==> config.mk <==
export PLATFORM = sky130hd
export DESIGN_NAME = pf_iod_lvds_rx_align_ctrl
export DESIGN_NICKNAME = d
export VERILOG_FILES = /design/src/rtl/pf_iod_lvds_rx_align_pkg.sv /design/src/rtl/pf_iod_lvds_rx_align_timer.sv /design/src/rtl/pf_iod_lvds_rx_align_ctrl.sv
export SDC_FILE = /design/constraint.sdc
export NUM_CORES = 1
export LEC_CHECK = 0
export BUFFER_PORTS_ARGS = -buffer_cell sky130_fd_sc_hd__buf_2
export CORE_MARGIN = 4
export CORE_UTILIZATION = 45
export DETAILED_ROUTE_END_ITERATION = 6
export PLACE_DENSITY_LB_ADDON = 0.1
export SLEW_MARGIN = 20
export SYNTH_ARGS = -nofsm -noshare
export SYNTH_HDL_FRONTEND = slang
export SYNTH_HIERARCHICAL = 1
export SYNTH_SLANG_ARGS = --single-unit
==> constraint.sdc <==
create_clock -name FAB_CLK -period 2.5 [get_ports FAB_CLK]
set_input_delay 0.625 -clock FAB_CLK [delete_from_list [all_inputs] [get_ports FAB_CLK]]
set_output_delay 0.625 -clock FAB_CLK [all_outputs]
set_load 0.01 [all_outputs]
==> src/rtl/pf_iod_lvds_rx_align_pkg.sv <==
`default_nettype none
// ============================================================================
// Module      : pf_iod_lvds_rx_align_pkg
// Description : Shared types, constants and helpers for the LVDS RX lane
//               training/alignment sequencer and its TX-side counterpart.
// Revision    : 1.0 - initial release
// ============================================================================
package pf_iod_lvds_rx_align_pkg;

  // Sequencer states; the encoding is fixed so waveforms read consistently
  typedef enum logic [2:0] {
    ST_IDLE     = 3'd0,
    ST_LANE_RST = 3'd1,
    ST_PAUSE    = 3'd2,
    ST_SETTLE   = 3'd3,
    ST_COMPARE  = 3'd4,
    ST_SLIP     = 3'd5,
    ST_LOCKED   = 3'd6,
    ST_FAIL     = 3'd7
  } align_state_t;

  // Defaults shared with the TX-side trainer so both ends agree on the pattern
  localparam int         c_default_data_width    = 8;
  localparam logic [7:0] c_default_train_pattern = 8'h5C;
  localparam int         c_default_rst_cycles    = 16;
  localparam int         c_default_pause_cycles  = 4;
  localparam int         c_default_settle_cycles = 8;
  localparam int         c_default_match_count   = 4;

  // The timer is loaded with (cycles - 1), so it only has to hold max - 1
  function automatic int timer_width(input int a, input int b, input int c);
    int m;
    m = a;
    if (b > m) m = b;
    if (c > m) m = c;
    if (m < 2) return 1;
    return $clog2(m);
  endfunction

endpackage : pf_iod_lvds_rx_align_pkg
`default_nettype wire

==> src/rtl/pf_iod_lvds_rx_align_timer.sv <==
`default_nettype none
// ============================================================================
// Module      : pf_iod_lvds_rx_align_timer
// Description : Loadable down-counter with a terminal-count flag, shared by
//               all fixed waits of the alignment sequencer.
// Revision    : 1.0 - initial release
// ============================================================================
module pf_iod_lvds_rx_align_timer #(
  parameter int WIDTH = 4
) (
  input  logic             clk,
  input  logic             rst_n,
  input  logic             i_load,
  input  logic [WIDTH-1:0] i_load_val,
  output logic             o_done
);

  logic [WIDTH-1:0] r_cnt;

  // Load takes priority; otherwise count down and park at zero
  always_ff @(posedge clk) begin
    if (!rst_n) begin
      r_cnt <= '0;
    end else if (i_load) begin
      r_cnt <= i_load_val;
    end else if (r_cnt != '0) begin
      r_cnt <= r_cnt - 1'b1;
    end
  end

  assign o_done = (r_cnt == '0);

endmodule : pf_iod_lvds_rx_align_timer
`default_nettype wire

==> src/rtl/pf_iod_lvds_rx_align_ctrl.sv <==
`default_nettype none
// ============================================================================
// Module      : pf_iod_lvds_rx_align_ctrl
// Description : Training and word-alignment sequencer for one LVDS RX lane:
//               lane reset, HS_IO_CLK pause, then bit-slip until the
//               deserialized word matches the training pattern.
// Revision    : 1.0 - initial release
// ============================================================================
module pf_iod_lvds_rx_align_ctrl
  import pf_iod_lvds_rx_align_pkg::*;
#(
  parameter int                    DATA_WIDTH    = c_default_data_width,
  parameter logic [DATA_WIDTH-1:0] TRAIN_PATTERN = c_default_train_pattern,
  parameter int                    RST_CYCLES    = c_default_rst_cycles,
  parameter int                    PAUSE_CYCLES  = c_default_pause_cycles,
  parameter int                    SETTLE_CYCLES = c_default_settle_cycles,
  parameter int                    MATCH_COUNT   = c_default_match_count
) (
  input  logic                              FAB_CLK,
  input  logic                              RESET_N,
  input  logic                              START,
  input  logic [DATA_WIDTH-1:0]             RX_DATA,
  output logic                              LANE_RESET,
  output logic                              HS_IO_CLK_PAUSE,
  output logic                              RX_BIT_SLIP,
  output logic                              BUSY,
  output logic                              LOCKED,
  output logic                              FAIL,
  output logic [$clog2(DATA_WIDTH+1)-1:0]   SLIP_CNT
);

  localparam int c_tmr_w   = timer_width(RST_CYCLES, PAUSE_CYCLES, SETTLE_CYCLES);
  localparam int c_slip_w  = $clog2(DATA_WIDTH + 1);
  localparam int c_match_w = (MATCH_COUNT < 2) ? 1 : $clog2(MATCH_COUNT + 1);

  localparam logic [c_tmr_w-1:0]   c_rst_load    = c_tmr_w'(RST_CYCLES - 1);
  localparam logic [c_tmr_w-1:0]   c_pause_load  = c_tmr_w'(PAUSE_CYCLES - 1);
  localparam logic [c_tmr_w-1:0]   c_settle_load = c_tmr_w'(SETTLE_CYCLES - 1);
  localparam logic [c_slip_w-1:0]  c_slip_max    = c_slip_w'(DATA_WIDTH);
  localparam logic [c_match_w-1:0] c_match_max   = c_match_w'(MATCH_COUNT);
  localparam logic [c_match_w-1:0] c_match_last  = c_match_w'(MATCH_COUNT - 1);

  align_state_t         r_state;
  align_state_t         w_next;
  logic                 w_tmr_load;
  logic [c_tmr_w-1:0]   w_tmr_val;
  logic                 w_tmr_done;
  logic                 w_match_clr;
  logic                 w_match_inc;
  logic                 w_slip_clr;
  logic                 w_slip_inc;
  logic                 w_word_ok;
  logic [c_match_w-1:0] r_match_cnt;
  logic [c_slip_w-1:0]  r_slip_cnt;

  assign w_word_ok = (RX_DATA == TRAIN_PATTERN);

  pf_iod_lvds_rx_align_timer #(
    .WIDTH (c_tmr_w)
  ) u_timer (
    .clk        (FAB_CLK),
    .rst_n      (RESET_N),
    .i_load     (w_tmr_load),
    .i_load_val (w_tmr_val),
    .o_done     (w_tmr_done)
  );

  // State register
  always_ff @(posedge FAB_CLK) begin
    if (!RESET_N) r_state <= ST_IDLE;
    else          r_state <= w_next;
  end

  // Next-state decode plus timer/counter control strobes
  always_comb begin
    w_next      = r_state;
    w_tmr_load  = 1'b0;
    w_tmr_val   = '0;
    w_match_clr = 1'b0;
    w_match_inc = 1'b0;
    w_slip_clr  = 1'b0;
    w_slip_inc  = 1'b0;
    case (r_state)
      ST_IDLE, ST_LOCKED, ST_FAIL: begin
        if (START) begin
          w_next     = ST_LANE_RST;
          w_tmr_load = 1'b1;
          w_tmr_val  = c_rst_load;
          w_slip_clr = 1'b1;
        end
      end
      ST_LANE_RST: begin
        if (w_tmr_done) begin
          w_next     = ST_PAUSE;
          w_tmr_load = 1'b1;
          w_tmr_val  = c_pause_load;
        end
      end
      ST_PAUSE: begin
        if (w_tmr_done) begin
          w_next      = ST_SETTLE;
          w_tmr_load  = 1'b1;
          w_tmr_val   = c_settle_load;
          w_match_clr = 1'b1;
        end
      end
      ST_SETTLE: begin
        if (w_tmr_done) w_next = ST_COMPARE;
      end
      ST_COMPARE: begin
        if (w_word_ok) begin
          w_match_inc = 1'b1;
          if (r_match_cnt == c_match_last) w_next = ST_LOCKED;
        end else if (r_slip_cnt < c_slip_max) begin
          w_next     = ST_SLIP;
          w_slip_inc = 1'b1;
        end else begin
          w_next = ST_FAIL;
        end
      end
      ST_SLIP: begin
        w_next      = ST_SETTLE;
        w_tmr_load  = 1'b1;
        w_tmr_val   = c_settle_load;
        w_match_clr = 1'b1;
      end
      default: w_next = ST_IDLE;
    endcase
  end

  // Consecutive-match counter, saturating at the lock threshold
  always_ff @(posedge FAB_CLK) begin
    if (!RESET_N)                               r_match_cnt <= '0;
    else if (w_match_clr)                       r_match_cnt <= '0;
    else if (w_match_inc && r_match_cnt < c_match_max) r_match_cnt <= r_match_cnt + 1'b1;
  end

  // Slip counter; advances on the same edge the slip pulse is raised
  always_ff @(posedge FAB_CLK) begin
    if (!RESET_N)        r_slip_cnt <= '0;
    else if (w_slip_clr) r_slip_cnt <= '0;
    else if (w_slip_inc) r_slip_cnt <= r_slip_cnt + 1'b1;
  end

  // Registered outputs decoded from the next state so they align with it
  always_ff @(posedge FAB_CLK) begin
    if (!RESET_N) begin
      LANE_RESET      <= 1'b1;
      HS_IO_CLK_PAUSE <= 1'b0;
      RX_BIT_SLIP     <= 1'b0;
      BUSY            <= 1'b0;
      LOCKED          <= 1'b0;
      FAIL            <= 1'b0;
    end else begin
      LANE_RESET      <= (w_next == ST_IDLE) || (w_next == ST_LANE_RST);
      HS_IO_CLK_PAUSE <= (w_next == ST_PAUSE);
      RX_BIT_SLIP     <= (w_next == ST_SLIP);
      BUSY            <= !((w_next == ST_IDLE) || (w_next == ST_LOCKED) ||
                           (w_next == ST_FAIL));
      LOCKED          <= (w_next == ST_LOCKED);
      FAIL            <= (w_next == ST_FAIL);
    end
  end

  assign SLIP_CNT = r_slip_cnt;

endmodule : pf_iod_lvds_rx_align_ctrl
`default_nettype wire

# ---- Word-level counts from Yosys, hierarchy flattened
# Index checks and enable logic that the tools add are counted.
dict set report word_totals {
  ff_bits 20
  latchBits 0
  mem_bits_rw 0
  rom_bits 0
  input_bits 11
  wordCells 68
  mem_count 0
}
dict set report op_classes {
  n_addsub 3
  n_mul 0
  div 0
  n_lt_le_gt_ge 2
  n_eq_ne 14
  shift 0
  mux 24
  bitwise 1
  reduce_logical 14
}
# cell count
set ops {}
lappend ops {{3-bit == test (second input constant)} 7}
lappend ops {{3-bit 2-to-1 mux} 7}
lappend ops {{3-bit case mux with 6 select lines} 1}
lappend ops {{4-bit case mux with 4 select lines} 1}
lappend ops {{3-bit by 2-bit == test with 1-bit output (second input constant)} 4}
lappend ops {{4-bit 2-to-1 mux} 3}
lappend ops {{8-bit by 7-bit == test with 1-bit output (second input constant)} 1}
lappend ops {{1-bit 2-to-1 mux} 8}
lappend ops {{3-bit by 1-bit == test with 1-bit output (second input constant)} 2}
lappend ops {{3-bit logical NOT} 2}
lappend ops {{2-bit OR reduction} 3}
lappend ops {{4-bit by 1-bit adder with 4-bit output (second input constant)} 1}
lappend ops {{4-bit logical NOT} 1}
lappend ops {{4-bit < comparator (second input constant)} 1}
lappend ops {{2-bit 2-to-1 mux} 2}
lappend ops {{4-bit nonzero test} 1}
lappend ops {{4-bit by 1-bit subtractor with 4-bit output (second input constant)} 1}
lappend ops {{3-bit by 1-bit adder with 3-bit output (second input constant)} 1}
lappend ops {{1-bit logical OR} 3}
lappend ops {{3-bit < comparator (second input constant)} 1}
lappend ops {{1-bit case mux with 3 select lines} 1}
lappend ops {{3-bit OR reduction} 1}
lappend ops {{1-bit case mux with 2 select lines} 1}
lappend ops {{2-bit nonzero test} 1}
lappend ops {{other kinds (3)} 3}

# ---- Logic depth before layout (Yosys ltp)
dict set report logic_depth {
  ltp_word 8
  depth_mapped 9
}

# ---- By module
# The synthesis kept the hierarchy.
# mod instances cells_each area_each_um2
set modules_own_cells {}
lappend modules_own_cells {pf_iod_lvds_rx_align_ctrl 1 88 825.8}
lappend modules_own_cells {pf_iod_lvds_rx_align_timer 1 23 230.2}

# ---- Least setup slack after synthesis
# No wires, ideal clock.
dict set report synth_path {
  path_type {register to register}
  from {reg u_timer.r_cnt[0]}
  to {reg u_timer.r_cnt[3]}
  setup_ns 0.131
  t_arrival_ns 1.741
  t_required_ns 2.369
  setup_slack_ns 0.629
  path_stages_with_launch 10
  path_buffers 0
  synth_period_minus_slack_ns 1.871
  path_cell_list {dfxtp_1 inv_1 ha_1 nor3b_4 nand2_1 a211o_1 nand2_1 a21o_1 nand2b_1 o31ai_1}
}
dict set report synth_between {
  elab_chain_cells 4
}
# item line_no
set synth_lines {}
lappend synth_lines {{start, declared} pf_iod_lvds_rx_align_timer.sv:18} ;# logic [WIDTH-1:0] r_cnt;
lappend synth_lines {{start signal, assigned} pf_iod_lvds_rx_align_timer.sv:25} ;# r_cnt <= i_load_val;
lappend synth_lines {{start signal, assigned} pf_iod_lvds_rx_align_timer.sv:27} ;# r_cnt <= r_cnt - 1'b1;
lappend synth_lines {{4-bit logical NOT (*)} pf_iod_lvds_rx_align_timer.sv:31} ;# assign o_done = (r_cnt == '0);
lappend synth_lines {{named net w_tmr_done} pf_iod_lvds_rx_align_ctrl.sv:47} ;# logic w_tmr_done;
lappend synth_lines {{1-bit 2-to-1 mux (*)} {pf_iod_lvds_rx_align_ctrl.sv:93, pf_iod_lvds_rx_align_ctrl.sv:100}}
lappend synth_lines {{1-bit case mux with 3 select lines (*)} pf_iod_lvds_rx_align_ctrl.sv:83} ;# case (r_state)
lappend synth_lines {{named net w_tmr_load} pf_iod_lvds_rx_align_ctrl.sv:45} ;# logic w_tmr_load;
lappend synth_lines {{4-bit 2-to-1 mux / 2-bit nonzero test (equally long branches)} --}
# Mark *: on every way through the listed nets, which the timed path passes. The rest lies on a longest branch. The select of a mux whose other input is x is not followed.
# A chain may end at the register's enable or synchronous reset.

# ---- Worst setup path in the final report
dict set report layout_path {
  from {reg u_timer.r_cnt[0]}
  to {reg LOCKED}
}
dict set report layout_between {
  elab_chain_cells 4
}
# item line_no
set layout_lines {}
lappend layout_lines {{4-bit logical NOT (*)} pf_iod_lvds_rx_align_timer.sv:31}
lappend layout_lines {{named net w_tmr_done} pf_iod_lvds_rx_align_ctrl.sv:47}
lappend layout_lines {{3-bit 2-to-1 mux, on equally long branches} {pf_iod_lvds_rx_align_ctrl.sv:108, pf_iod_lvds_rx_align_ctrl.sv:93, pf_iod_lvds_rx_align_ctrl.sv:100}}
lappend layout_lines {{3-bit case mux with 6 select lines (*)} pf_iod_lvds_rx_align_ctrl.sv:83}
lappend layout_lines {{3-bit == test (*)} pf_iod_lvds_rx_align_ctrl.sv:160} ;# LOCKED <= (w_next == ST_LOCKED);
lappend layout_lines {{end signal, assigned} pf_iod_lvds_rx_align_ctrl.sv:160}
lappend layout_lines {{end, declared} pf_iod_lvds_rx_align_ctrl.sv:27} ;# output logic LOCKED,
# Mark *: on every way through the listed nets, which the timed path passes. The rest lies on a longest branch.

==> impl_results.md <==
- Boundary pin count: 21
- Leakage power: 0.5432 nW
- Combinational Power Share: 45.1%
- DRC: 0
- Dpl cell area: 1184 sq um
- Starting Density: 47.28%
- Clk_skew: 0.006779 ns
- Maxcap violations: 0
- Worst Setup SP: u_timer/r_cnt[0]$_SDFFE_PN0P_
- Port bufs: 20
- Final Net Count: 150
- DRT Wirelength: 1927 microns
- Die X: 56.44 microns
- CP Launch Type: flop
- Worst R2R Setup Slack: 0.45 ns
- Crit path capture type: flop
- Post-CTS Setup Bufs: 0
- Num rows: 17
- Switching power of the nets: 0.3760 mW
- Reg-to-Reg End: LOCKED$_SDFF_PN0_
- Slowest cell on crit path: or3_4
- Hold Vio Cnt, Final: 0
- CTS buffer count: 3
- Dpl ws: 0.4104 ns
- Max VDD drop: 0.5706 mV
- Slew HR: 57.97%
- Die area: 3185 sq um
- Total GRT Usage: 12.99%
- Final worst path period share: 82.14%
- RSZ-0062 raised after global routing: no
- # diodes: 0
- Finished layout cell area: 1206 sq um
- Setup TNS: 0 ns
- Syn Inst Count: 111
- First-pass GRT wire length: 3387 microns
- Crit path capture: LOCKED$_SDFF_PN0_
- DP Wirelength: 1531 microns
- Cell area after synthesis: 1056 sq um
- Vias in the first global route: 785
- Violation count after the first detailed-route iteration: 14
- Routability Congestion: 0.7694
- Yosys warning total: 6
- H-tree depth: 1
- Post-DR vias/cell: 5.186
- Largest net degree at the start of global routing: 16
- Share of cells above drive strength 1: 27.07%
- Clk buf depth: 2
- Die Span Y: 56.44 microns
- CTS resizes: 0
- Seq/Total Area, Yosys: 37.91%
- Critical path fanouts, max: 5
- Area Growth Syn to Fin: 14.22%
- Fmax: 0.4870 GHz
- Most frequent cells in the layout: dfxtp_1 (20), buf_2 (20), nand2_1 (11)
- Seq pwr share: 41.2%
- Crit path kind: flop to flop
- P per Cell Area: 866.8 nW/um^2
- CTS root buf: clkbuf_4
- CP cell instances: inv_1, ha_1, nor3b_4, nand2_1, nor3b_1, or3_4, o21a_1, nor4b_1
- Worst r2r src: u_timer/r_cnt[0]$_SDFFE_PN0P_
- Worst Slack Setup Final: 0.4466 ns
- Dpl cells: 158
- Final non-filler cell total: 161
- Worst path arrival time: 2.23 ns
- Detail Route Antenna Nets: 0
- Gr ovfl total: 0
- Core Util, Final: 54.01%
- Slew Viols, Final: 0
- Initial antenna violation count: 0
- Min-delay worst type: flop to flop
- CTS sink cnt: 20
- Flops & latches, synth: 20
- Final number of setup-violating endpoints: 0
- Netlist cell types: 45
- Syn nets: 126
- Power Total: 1.045 mW
- Vias: 835
- Cts hold-fix bufs: 0
- Status: finished clean
- Pint: 0.6695 mW
- Final worst path period need: 2.053 ns
- CORE AREA: 2233 sq um
- Wire length per cell: 11.97 microns
- R2R depth: 8
- Switching Fraction: 35.96%
- Worst-path clk slew: 0.11 ns
- Synthesized area per cell: 9.514 sq um
- Critical path required time: 2.68 ns
- TritonCTS clock tree: done
- Slew @ Worst Pin: 0.6226 ns
- Clock power frac: 13.7%
- CP max stage delay: 0.40 ns
- 1st-pass router iterations: 4
- Hold WS: 0.5161 ns
- Clk Latency, worst-skew pair: 0.28 ns
-- how the worst min path moves through the flow --
stage                     slack (ns)                     endpoint                         from  cells past startpoint
after floorplan                 0.47  r_match_cnt[1]$_SDFFE_PP0P_  r_match_cnt[1]$_SDFFE_PP0P_                      2
after detailed placement        0.49  r_match_cnt[1]$_SDFFE_PP0P_  r_match_cnt[1]$_SDFFE_PP0P_                      2
final                           0.52  r_match_cnt[1]$_SDFFE_PP0P_  r_match_cnt[1]$_SDFFE_PP0P_                      2
after global routing            0.56  r_match_cnt[1]$_SDFFE_PP0P_  r_match_cnt[1]$_SDFFE_PP0P_                      2
after global placement          0.48  r_match_cnt[1]$_SDFFE_PP0P_  r_match_cnt[1]$_SDFFE_PP0P_                      2
after CTS                       0.52  r_match_cnt[1]$_SDFFE_PP0P_  r_match_cnt[1]$_SDFFE_PP0P_                      2
-- sequential cells by signal, indices dropped and copies added, names as in the netlist, 3 cells and up --
signal,cells
SLIP_CNT,4
r_match_cnt,3
r_state,3
u_timer/r_cnt,4
-- cells by family (layout without fill, tap and decap cells) --
group                      Yosys count  count (layout)  synth area share [%]
DFF                                 20              20                 37.91
buffers and inverters                7              29                 3.554
xor gates and xnor gates             5               5                 4.148
muxes                                5               5                 4.858
adders and majority gates            4               4                 4.740
AOI/OAI and AO/OA                   21              21                 17.18
and+or+nand+nor                     49              49                 27.61
-- cell usage after synthesis, drive strengths merged --
master   number  area [sq um]
o31ai         1         7.510
o211a         2         20.02
and4bb        1         12.51
nand2        11         41.29
a31oi         2         12.51
mux2i         4         40.04
or3           1         11.26
mux2          1         11.26
o311ai        1         8.760
dfxtp        20         400.4
nand4         1         6.260
inv           4         15.01
a211o         1         8.760
and2b         1         7.510
xnor2         3         26.28
o21a          2         15.01
o21ai         2         13.76
clkbuf        1         3.750
a21bo         1         10.01
o2111ai       1         8.760
a41oi         1         8.760
nand3         3         15.01
a21o          3         22.52
ha            4         50.05
nor2         10         40.04
and3          1         6.260
xor2          2         17.52
nor3          4         25.02
buf           2         18.77
nor4b         1         8.760
a31o          1         8.760
nand2b        6         37.54
nor2b         3         18.77
nor4bb        1         10.01
a311oi        1         26.28
a21oi         2         10.01
or3b          1         11.26
nand3b        1         7.510
nor3b         2         26.28
and2          1         6.260
-- power groups by stage --
stage | registers [mW] | clock network (mW) | logic, mW
after floorplan | 0.422 | 0 | 0.387
after CTS | 0.430 | 0.150 | 0.475
after global routing | 0.439 | 0.167 | 0.529
after global placement | 0.438 | 0 | 0.466
final | 0.431 | 0.143 | 0.471
after detailed placement | 0.438 | 0 | 0.473
-- per-layer routing --
| metal | GRT usage [%] | vias to the layer above | share of wire (%) |
|---|---|---|---|
| met4 | 4.407 | 0 | 0.67 |
| met5 | 0 | - | 0 |
| met1 | 17.83 | 373 | 52 |
| li1 | - | 444 | - |
| met2 | 19.97 | 16 | 43 |
| met3 | 2.759 | 2 | 4.8 |
-- cell type report --
type                            instances  area [sq um]
Fill cell                             217          1027
Multi-Input combinational cell         84         618.1
Sequential cell                        20         400.4
Timing Repair Buffer                   22         115.1
Tap cell                               28         35.03
Clock buffer                            3         22.52
Inverter                                4         15.01
-- worst max-delay path, delay by kind of cell (launching register included) --
family / cells / cell delay (ns)
compound gates: 1 / 0.16
fa+ha+maj: 1 / 0.23
buf+inv: 1 / 0.08
flops: 1 / 0.36
simple gates: 5 / 1.13
No activity file was read; power rests on OpenSTA's default activity.
